--- src/rtl/react_timer.sv ---
// react_timer: random fore-period generator and millisecond reaction counter for the tester.
// Build option REACT_FALSE_START_EN: a press in WAIT before expiry restarts the fore-period.
module react_timer #(
  parameter int unsigned CLK_PER_MS   = 12000,
  parameter int unsigned MIN_DELAY_MS = 1000,
  parameter int unsigned MAX_MS       = 999,
  parameter logic [15:0] LFSR_SEED    = 16'hACE1
) (
  input  logic       clk,
  input  logic       rst,
  input  logic [2:0] machine_state,
  input  logic       btn,
  output logic [9:0] react_time,
  output logic       signal_start,
  output logic       signal_react,
  output logic       signal_overflow,
  output logic       signal_cleared
);

  localparam logic [2:0] ST_WAIT     = 3'd1;
  localparam logic [2:0] ST_CLR_CNT1 = 3'd2;
  localparam logic [2:0] ST_START    = 3'd3;
  localparam logic [2:0] ST_CLR_CNT2 = 3'd5;

  localparam int unsigned PRE_W = (CLK_PER_MS > 1) ? $clog2(CLK_PER_MS) : 1;
  localparam logic [PRE_W-1:0] PRE_LAST = PRE_W'(CLK_PER_MS - 1);
  localparam logic [10:0] DELAY_BASE = 11'(MIN_DELAY_MS);
  localparam logic [9:0] MAX_CNT = 10'(MAX_MS);

  logic             btn_meta;
  logic             btn_sync;
  logic             btn_prev;
  logic             press;
  logic [15:0]      lfsr;
  logic [2:0]       state_d;
  logic [PRE_W-1:0] presc;
  logic [10:0]      delay_cnt;
  logic [10:0]      delay_load;
  logic [9:0]       ms_cnt;
  logic             in_wait;
  logic             in_start;
  logic             in_clr;
  logic             entry_wait;
  logic             false_start;
  logic             presc_clr;
  logic             presc_run;
  logic             ms_tick;

  assign press      = btn_sync & ~btn_prev;
  assign in_wait    = (machine_state == ST_WAIT);
  assign in_start   = (machine_state == ST_START);
  assign in_clr     = (machine_state == ST_CLR_CNT1) || (machine_state == ST_CLR_CNT2);
  assign entry_wait = in_wait && (state_d != ST_WAIT);
  assign delay_load = DELAY_BASE + {1'b0, lfsr[9:0]};

`ifdef REACT_FALSE_START_EN
  assign false_start = in_wait && !entry_wait && press && !signal_start;
`else
  assign false_start = 1'b0;
`endif

  assign presc_clr = entry_wait || in_clr || false_start;
  assign presc_run = in_wait || in_start;
  assign ms_tick   = presc_run && !presc_clr && (presc == PRE_LAST);

  always_ff @(posedge clk) begin
    if (rst) begin
      btn_meta <= 1'b0;
      btn_sync <= 1'b0;
      btn_prev <= 1'b0;
    end else begin
      btn_meta <= btn;
      btn_sync <= btn_meta;
      btn_prev <= btn_sync;
    end
  end

  // Taps 16,14,13,11; free-running so the fore-period depends on when WAIT is entered.
  always_ff @(posedge clk) begin
    if (rst) begin
      lfsr    <= LFSR_SEED;
      state_d <= 3'd0;
    end else begin
      lfsr    <= {lfsr[14:0], lfsr[15] ^ lfsr[13] ^ lfsr[12] ^ lfsr[10]};
      state_d <= machine_state;
    end
  end

  always_ff @(posedge clk) begin
    if (rst) begin
      presc <= '0;
    end else if (presc_clr) begin
      presc <= '0;
    end else if (presc_run) begin
      presc <= (presc == PRE_LAST) ? '0 : presc + 1'b1;
    end
  end

  // Expiry is flagged on the tick after delay_cnt has reached zero.
  always_ff @(posedge clk) begin
    if (rst) begin
      delay_cnt    <= '0;
      signal_start <= 1'b0;
    end else if (!in_wait) begin
      signal_start <= 1'b0;
    end else if (entry_wait || false_start) begin
      delay_cnt    <= delay_load;
      signal_start <= 1'b0;
    end else if (ms_tick) begin
      if (delay_cnt == 11'd0) begin
        signal_start <= 1'b1;
      end else begin
        delay_cnt <= delay_cnt - 11'd1;
      end
    end
  end

  always_ff @(posedge clk) begin
    if (rst) begin
      signal_cleared <= 1'b0;
    end else begin
      signal_cleared <= in_clr;
    end
  end

  // A press in the same cycle as the timeout wins, so overflow stays low.
  always_ff @(posedge clk) begin
    if (rst) begin
      ms_cnt          <= '0;
      react_time      <= '0;
      signal_react    <= 1'b0;
      signal_overflow <= 1'b0;
    end else begin
      if (in_clr) begin
        ms_cnt     <= '0;
        react_time <= '0;
      end
      if (!in_start) begin
        signal_react    <= 1'b0;
        signal_overflow <= 1'b0;
      end else if (!signal_react) begin
        if (press) begin
          react_time      <= ms_cnt;
          signal_react    <= 1'b1;
          signal_overflow <= 1'b0;
        end else if (ms_cnt >= MAX_CNT) begin
          react_time      <= MAX_CNT;
          signal_react    <= 1'b1;
          signal_overflow <= 1'b1;
        end else if (ms_tick) begin
          ms_cnt <= ms_cnt + 10'd1;
        end
      end
    end
  end

endmodule

--- config.mk ---
export PLATFORM = sky130hd
export DESIGN_NAME = react_timer
export DESIGN_NICKNAME = d
export VERILOG_FILES = /design/src/rtl/react_timer.sv
export SDC_FILE = /design/constraint.sdc
export NUM_CORES = 1
export LEC_CHECK = 0
export BUFFER_PORTS_ARGS = -buffer_cell sky130_fd_sc_hd__buf_2
export CAP_MARGIN = 20
export CORE_UTILIZATION = 55
export CTS_BUF_LIST = sky130_fd_sc_hd__clkbuf_4 sky130_fd_sc_hd__clkbuf_8
export CTS_CLUSTER_SIZE = 30
export DETAILED_ROUTE_END_ITERATION = 6
export PLACE_DENSITY_LB_ADDON = 0.12
export SLEW_MARGIN = 20
export SYNTH_ARGS = -nofsm -noshare
export SYNTH_HDL_FRONTEND = slang
export SYNTH_SLANG_ARGS = --single-unit
--- constraint.sdc ---
create_clock -name clk -period 7.69 [get_ports clk]
set_clock_uncertainty 0.2 [all_clocks]
set_input_delay 1.1535 -clock clk [delete_from_list [all_inputs] [get_ports clk]]
set_output_delay 1.1535 -clock clk [all_outputs]
set_load 0.05 [all_outputs]
==> results.md, run 1 <==
Clocking:
- Once the clock tree was built, the setup fixing pass inserted 0 buffers.
- The TritonCTS clock tree is built.
- The insertion delay of the later-clocked pin in the worst-skew pair is ~340 ps.
- The maximum count of clock buffers along a single path is 2.
- The CTS clock-pin slew for the worst setup and hold paths is 70 ps.
- The hold buffer count at cts is 0.
- The tree is rooted in a sky130_fd_sc_hd__clkbuf_8.
- The CTS buffer count is 9.
- The number of clock sinks seen by CTS is 71.
- The H-tree level count is 3.
- The number of gates resized after cts is 0.

Pwr:
- The switching power summed over all nets is roughly 0.18 mW.
- The portion of total power attributed to the clock network is 41.8%.
- The part of the power in registers is 50.0%.
- The leakage dissipation is approximately 1.3 nW.
- Of the total power, combinational logic draws 8.2%.
- The ratio of total power to cell area is 223 nW/um^2.
- Of the total power, the share spent switching nets is 23.1%.
- Across the VDD grid, the largest voltage drop is 0.000121 V.
- The internal power summed over all cells is 0.596 mW.

Cells and area:
- Once layout is done, the placed cells without fillers occupy 3480 um^2.
- The area overhead of the layout relative to synthesis is 11.5%.
- 0 antenna diodes ended up in the layout.
- The count of nets after finishing is 375.
- The share of final-layout standard cells stronger than drive strength 1 is 15.4%.

Global routing:
- The via count of the first global-routing pass is between 2,000 and 2,500.
- The initial antenna violation count is 0.
- For this run, the total global-route usage over all layers was measured as 23.8%.
- Entering global routing, the biggest net connects 46 pins.
- The first global-routing pass estimated 11.2 mm of wire.
- The total grt overflow is 0.

Setup path:
- In this run the critical register-to-register path is launched from presc[5].
- The worst setup path startpoint is machine_state[0].
- The critical path launch point type is an input port.
- The type of destination of the critical path is a flop.
- The reg2reg setup slack is 4960 ps.
- The category of the critical setup timing path is in2reg.
- For the worst setup path, the data arrival time is 3130 ps.
- Along the worst path, the maximum fanout reaches 15.
- The worst endpoint required time is 7680 ps.

Timing:
- Counting I/O delays and the setup requirement, the final critical path takes 3140 ps.
- At the pin with the least slew margin, the transition time is slightly below 900 ps.
- The final count of pins violating max slew is 0.
- Headroom to the max-slew limit came out at 41.8%.
- The upper clock frequency limit is 0.319 GHz.
- The share of the cycle needed by the critical path after routing is approximately two fifths.
- The final-report hold violation count is 0.
- The total negative slack is 0 ps.
- Final hold analysis gives a worst-case slack of 214 ps.
- Setup violations remaining at the end of the flow were counted as 0.
- Setup repair after global routing left no endpoint under its margin.

Drt:
- Dividing the detail-routed via count by the number of cells gives 5.65.
- The count of routing violations after the opening detailed-route iteration is 152.
- The final layout contains routed wiring with a total length of about 6.5 mm.
- The mean routed wirelength per cell is 14.6 um.
- The detail route stage leaves a number of antenna-violating nets equal to 0.
- The pre-antenna-repair detailed-routing pass consisted of 5 iterations.
- For this run, design rule violations remaining after detail routing come to 0.
- Summing over every cut layer, the via total after detailed routing is around 2,500.

Die:
- The floorplan step set the die height to 77.4 um.
- In this run the count of I/O pins placed on the die edge is 20.
- The die covers approximately 6000 um^2.
- In this run the standard cell core region covers between 5000 and 6000 um^2.
- After floorplanning, the core was divided into 27 placement rows.
- The x dimension of the die is 77.4 um.
- For this configuration, the core starts out at a cell density of around 57%.

Logic synthesis:
- The sequential area share after synthesis is 45.5%.
- The most used flip-flop cell after synthesis is sky130_fd_sc_hd__dfxtp_1.
- Counting flops with an async set or reset pin after synthesis yields a share of 0%.
- The synthesis-stage register bit count is 71.
- By area the synthesized netlist is led by sky130_fd_sc_hd__dfxtp_1 (45%), sky130_fd_sc_hd__nor2_1 (5.0%), sky130_fd_sc_hd__xor2_1 (4.5%), sky130_fd_sc_hd__nor2b_1 (3.6%), sky130_fd_sc_hd__xnor2_1 (3.4%).
- The number of warnings printed during yosys synthesis is 0.
- The summed instance area of the synthesized netlist is 3120 um^2.
- The largest total area in the synthesized netlist belongs to sky130_fd_sc_hd__dfxtp_1.
- After technology mapping, the gate count stands at around 350.
- Yosys mapped a number of flops with a built-in enable equal to 0.
- In this run, distinct cell masters in the synthesized netlist total 51.
- When the netlist entered floorplanning its net count stood at 356.
- After synthesis, the mean cell area works out to slightly above 9 um^2.
- The share of synthesized area in the top cell type comes to a little under half.

Place:
- The post-place instance area is 3270 um^2.
- The number of buffer cells added on primary ports is 19.
- After legalization and detailed placement, the total HPWL measured 4.44 mm.
- At the end of routability-driven placement, the weighted congestion stood at 0.857.

Hold path:
- The path class of the tightest hold or removal check is reg2reg.
- The critical hold path startpoint is lfsr[14].

Job:
- Across the run, the number of max-cap violations was 0.

Status:
- The run finished with clean final reports.
[layout by cell type, fill, tap and decap left out, drive strengths merged, types with 2 or more instances in the layout]
cell,count
a211oi,7
a21oi,20
a2bb2oi,2
a311oi,3
a32o,5
and2,3
and4,3
buf,21
bufinv,2
clkbuf,12
clkinv,2
dfxtp,71
ha,5
inv,5
nand2,22
nand2b,5
nand3,14
nand4,6
nor2,42
nor2b,18
nor3,17
nor3b,6
nor4,5
nor4bb,2
o21ai,5
o31ai,2
o32ai,2
or2,10
or3,4
or4,5
xnor2,12
xor2,16
[kinds of logic after synthesis]
logic type	Yosys count	synth area share (%)
and+or+nand+nor	168	29.9
DFF	71	45.5
AOI/OAI and AO/OA	55	12.3
xor gates and xnor gates	28	7.85
buffers and inverters	18	2.44
adders and majority gates	5	2.00
[worst max-delay path: stages]
cell and delay [ps]:
sky130_fd_sc_hd__buf_2 140, sky130_fd_sc_hd__nor3b_1 640, sky130_fd_sc_hd__nand2b_1 500, sky130_fd_sc_hd__o211ai_1 580
sky130_fd_sc_hd__nor2_1 110
[per-layer routing]
| metal | vias to the layer above | global-route usage, % | wire (um) |
|---|---|---|---|
| met5 | - | 0 | 0 |
| met4 | 0 | 9.25 | 92 |
| met3 | 7 | 5.65 | 192 |
| met2 | 45 | 35.1 | 2840 |
| met1 | 1174 | 33.3 | 3320 |
| li1 | 1266 | - | - |
[cell usage after synthesis (all sizes together), types with 2 or more instances]
cell     number
o32ai         2
or2          10
a2bb2oi       2
or4           5
nor2b        18
xnor2        12
nor3         17
nand2        22
nand3        14
or3           4
xor2         16
nor2         42
o31ai         2
ha            5
nor4bb        2
o21ai         5
a32o          5
clkbuf       11
nand2b        5
inv           5
a21oi        20
a311oi        3
and4          3
dfxtp        71
and2          3
a211oi        7
nand4         6
buf           2
nor3b         6
nor4          5
[registers in the layout, indices dropped and copies added (netlist names)]
| signal | count |
|---|---|
| presc | 14 |
| signal_overflow | 1 |
| ms_cnt | 10 |
| btn_sync | 1 |
| delay_cnt | 11 |
| lfsr | 16 |
| signal_start | 1 |
| signal_cleared | 1 |
| react_time | 10 |
| btn_meta | 1 |
| state_d | 3 |
| btn_prev | 1 |
| signal_react | 1 |
[final timing paths]
kind | endpoint | cells past startpoint
worst max-delay path | presc[5] | 5
worst max register to register | presc[5] | 4
worst min register to register | lfsr[15] | 1
worst min-delay path | lfsr[15] | 1
[final cells by class]
| cell class | count | area, um^2 |
|---|---|---|
| Inverter | 5 | 18.8 |
| Fill cell | 526 | 2020 |
| Multi-Input combinational cell | 256 | 1630 |
| Tap cell | 72 | 90.1 |
| Clock buffer | 12 | 146 |
| Timing Repair Buffer | 21 | 110 |
| Sequential cell | 71 | 1420 |
| Clock inverter | 4 | 70.1 |
[power groups by stage]
stage | Combinational, mW | Sequential [mW] | Clock [mW]
global placement | 0.0611 | 0.395 | 0
floorplan | 0.0463 | 0.396 | 0
global route | 0.0709 | 0.389 | 0.345
finish | 0.0634 | 0.387 | 0.324
CTS | 0.0631 | 0.387 | 0.332
detailed placement | 0.0626 | 0.396 | 0
[through the flow]
step / util (%) / worst slack, ps / total power [mW] / std cells
2_1_floorplan: - / 4710 / 0.442 / 345
5_1_grt: 63.3 / 4300 / 0.805 / 441
6_report: 63.3 / 4550 / 0.775 / 441
3_5_place_dp: 59.3 / 4170 / 0.458 / 425
3_3_place_gp: 59.3 / 4320 / 0.456 / 425
4_1_cts: 63.3 / 4550 / 0.782 / 441
Power figures use the tool's default switching activity.
==> run 2, diff against run 1 <==
- clock period: 7.69 -> 2.8 ns (I/O delays scaled with it)
==> results.md, run 2 (synthesized netlist as in run 1, its figures left out) <==
Status:
- The run finished with clean final reports.

Place:
- The number of buffer cells added on primary ports is 19 (unchanged).
- The weighted congestion at the end of routability-driven global placement was 0.890 (+3.9%).
- The post-place instance area came to 3330 um^2 (+2.1%).
- The placement-stage worst setup slack came to 267 ps (-3900 ps).
- The detailed-placement wirelength estimate is 4.48 mm (+0.77%).

Hold path:
- The path class of the tightest hold or removal check is in2reg.
- In this run the most critical hold path is launched from btn.

Cells and area:
- The flip-flop count of the largest register, all copies and words added is 16 (unchanged).
- The count of nets after finishing is 384 (+2.4%).
- The final standard cell area without fillers was 3550 um^2 (+1.9%).
- The count of filler cells inserted in the layout came to 468 (-11%).
- Relative to the synthesized area, the layout overhead comes to 13.7%.
- The register name with the most flops is lfsr.
- The most common cell after layout, fill and taps aside is sky130_fd_sc_hd__dfxtp_1.
- The library cells used most frequently in the layout, excluding fill and tap cells, are sky130_fd_sc_hd__dfxtp_1 (71), sky130_fd_sc_hd__nor2_1 (42), sky130_fd_sc_hd__nand2_1 (22).
- The diode insertion count for antenna repair is 0 (unchanged).
- In the final layout, the registers with the most flip-flops are lfsr: 16 flops, presc: 14 flops, delay_cnt: 11 flops.
- The share of final-layout standard cells stronger than drive strength 1 came to 17.5% (+2.0 points).

Timing:
- The total setup violations reported at the end of the flow is 0 (unchanged).
- Dividing the final minimum period by the clock period gives around 92%.
- The max-slew headroom at the worst pin is 45.9% (+4.1 points).
- Setup repair after global routing left no endpoint under its margin.
- Timing would allow up to roughly 0.39 GHz.
- The final-report hold violation count is 0 (unchanged).
- The total negative slack is 0 ps (unchanged).
- After layout, the minimum clock period comes to 2570 ps.
- The final worst setup slack was 232 ps (-4320 ps).
- The final count of pins violating max slew came to 0 (unchanged).
- The actual transition at the worst max-transition pin is 801 ps (-68.1 ps).

Drt:
- The average via count per standard cell is 5.63 (-0.35%).
- The count of routing violations after the opening detailed-route iteration is 175 (+15%).
- The total wirelength of the detailed-routed design was 6.49 mm (+0.56%).
- The detailed-route DRC error count is 0 (unchanged).
- The vias after detailed routing came to 2,534 (+1.7%).
- The first-pass iteration count of the detailed router was 5 (unchanged).
- The remaining antenna violation count is 0 (unchanged).
- The mean routed wirelength per cell was 14.4 um (-1.5%).

Global routing:
- The global-route usage over all layers came to 23.5% (-0.23 points).
- The initial antenna violation count is 0 (unchanged).
- The maximum number of pins on one net before global-route repair is 46 (unchanged).
- The total grt overflow is 0 (unchanged).
- The via count of the first global-routing pass was 2,424 (+2.4%).
- The global-route wire length before repair is 11.1 mm (-1.1%).

Clocking:
- The H-tree level count was 3 (unchanged).
- The number of gates resized after cts was 0 (unchanged).
- The master cell of the clock root buffer is sky130_fd_sc_hd__clkbuf_8.
- The CTS clock-pin slew for the worst setup and hold paths was 70 ps (about the same).
- The number of buffers added for setup after CTS was 0 (unchanged).
- The CTS buffer count is 9 (unchanged).
- The hold buffer count at cts was 0 (unchanged).
- The number of clock sinks seen by CTS is 71 (unchanged).
- The TritonCTS clock tree is built.
- The maximum count of clock buffers along a single path is 2 (unchanged).
- The insertion delay of the later-clocked pin in the worst-skew pair is 340 ps (about the same).

Pwr:
- The maximum vdd drop is 0.000335 V (+180%).
- The leakage dissipation was 1.33 nW (+3.5%).
- The ratio of total power to cell area is 603 nW/um^2 (+170%).
- The total power draw is 2.14 mW (+180%).

Setup path:
- The category of the critical setup timing path is reg2reg.
- STA classifies the critical path startpoint as a flop.
- The data arrival time of the critical path is 2620 ps (-510 ps).
- The worst endpoint required time is 2850 ps (-4830 ps).
- The beginning of the worst register-to-register path is presc[5].
- In this run the worst setup path begins at presc[5].
- The maximum fanout along the worst path is 9 (-6).
- The type of destination of the critical path is a flop.

Job:
- The max-cap violation count is 0 (unchanged).

Die:
- The placeable core region is 5510 um^2 (unchanged).
- The effective utilization at floorplan is 56.7% (unchanged).
- The number of top-level pins is 20 (unchanged).
- The die footprint is 5990 um^2 (unchanged).
- The x dimension of the die is 77.4 um (unchanged).
- The cell row count is 27 (unchanged).
- The die extent in y is 77.4 um (unchanged).
==> run 2: final timing paths <==
kind | endpoint | cells past startpoint | slack (ps)
worst max-delay path | ms_cnt[5] | 5 | 230
worst min register to register | lfsr[15] | 1 | 210
worst max register to register | ms_cnt[5] | 5 | 230
worst min-delay path | btn_meta | 2 | 110
==> run 2: area by class of cell <==
type	count	area, um^2	area share (%)
multi-input combinational	256	1630	45.8
timing repair buffer	30	178	5.00
sequential	71	1420	40.0
clock inverter	4	70.1	1.97
tap	72	90.1	2.54
inverter	5	18.8	0.529
clock buffer	12	146	4.12
==> run 2: power by group <==
group	internal, mW	total (mW)	leakage [nW]	switching (mW)
Combinational	0.0757	0.183	0.640	0.107
Sequential	1.04	1.06	0.579	0.0223
Clock	0.529	0.895	0.115	0.366
==> run 2: per-stage QoR <==
stage / cells / hold slack, ps / util, %
5_1_grt: 450 / 87.0 / 64.5
3_5_place_dp: 434 / 196 / 60.6
4_1_cts: 450 / 103 / 64.5
6_report: 450 / 108 / 64.5
2_1_floorplan: 345 / 189 / -
3_3_place_gp: 434 / 193 / 60.6
==> run 2: routing by layer <==
metal / GRT usage [%] / up-vias / wire length [um]
met1: 31.4 / 1183 / 3220
met4: 9.25 / 0 / 110
met2: 36.4 / 46 / 2930
li1: - / 1293 / -
met3: 6.00 / 12 / 220
met5: 0 / - / 0
==> run 2: critical path, cell delays in order (launching register included) <==
cell and delay (ps):
sky130_fd_sc_hd__dfxtp_1 350, sky130_fd_sc_hd__or4b_4 560, sky130_fd_sc_hd__or4_4 610, sky130_fd_sc_hd__nor2_1 360
sky130_fd_sc_hd__a21oi_1 150, sky130_fd_sc_hd__a311oi_1 250
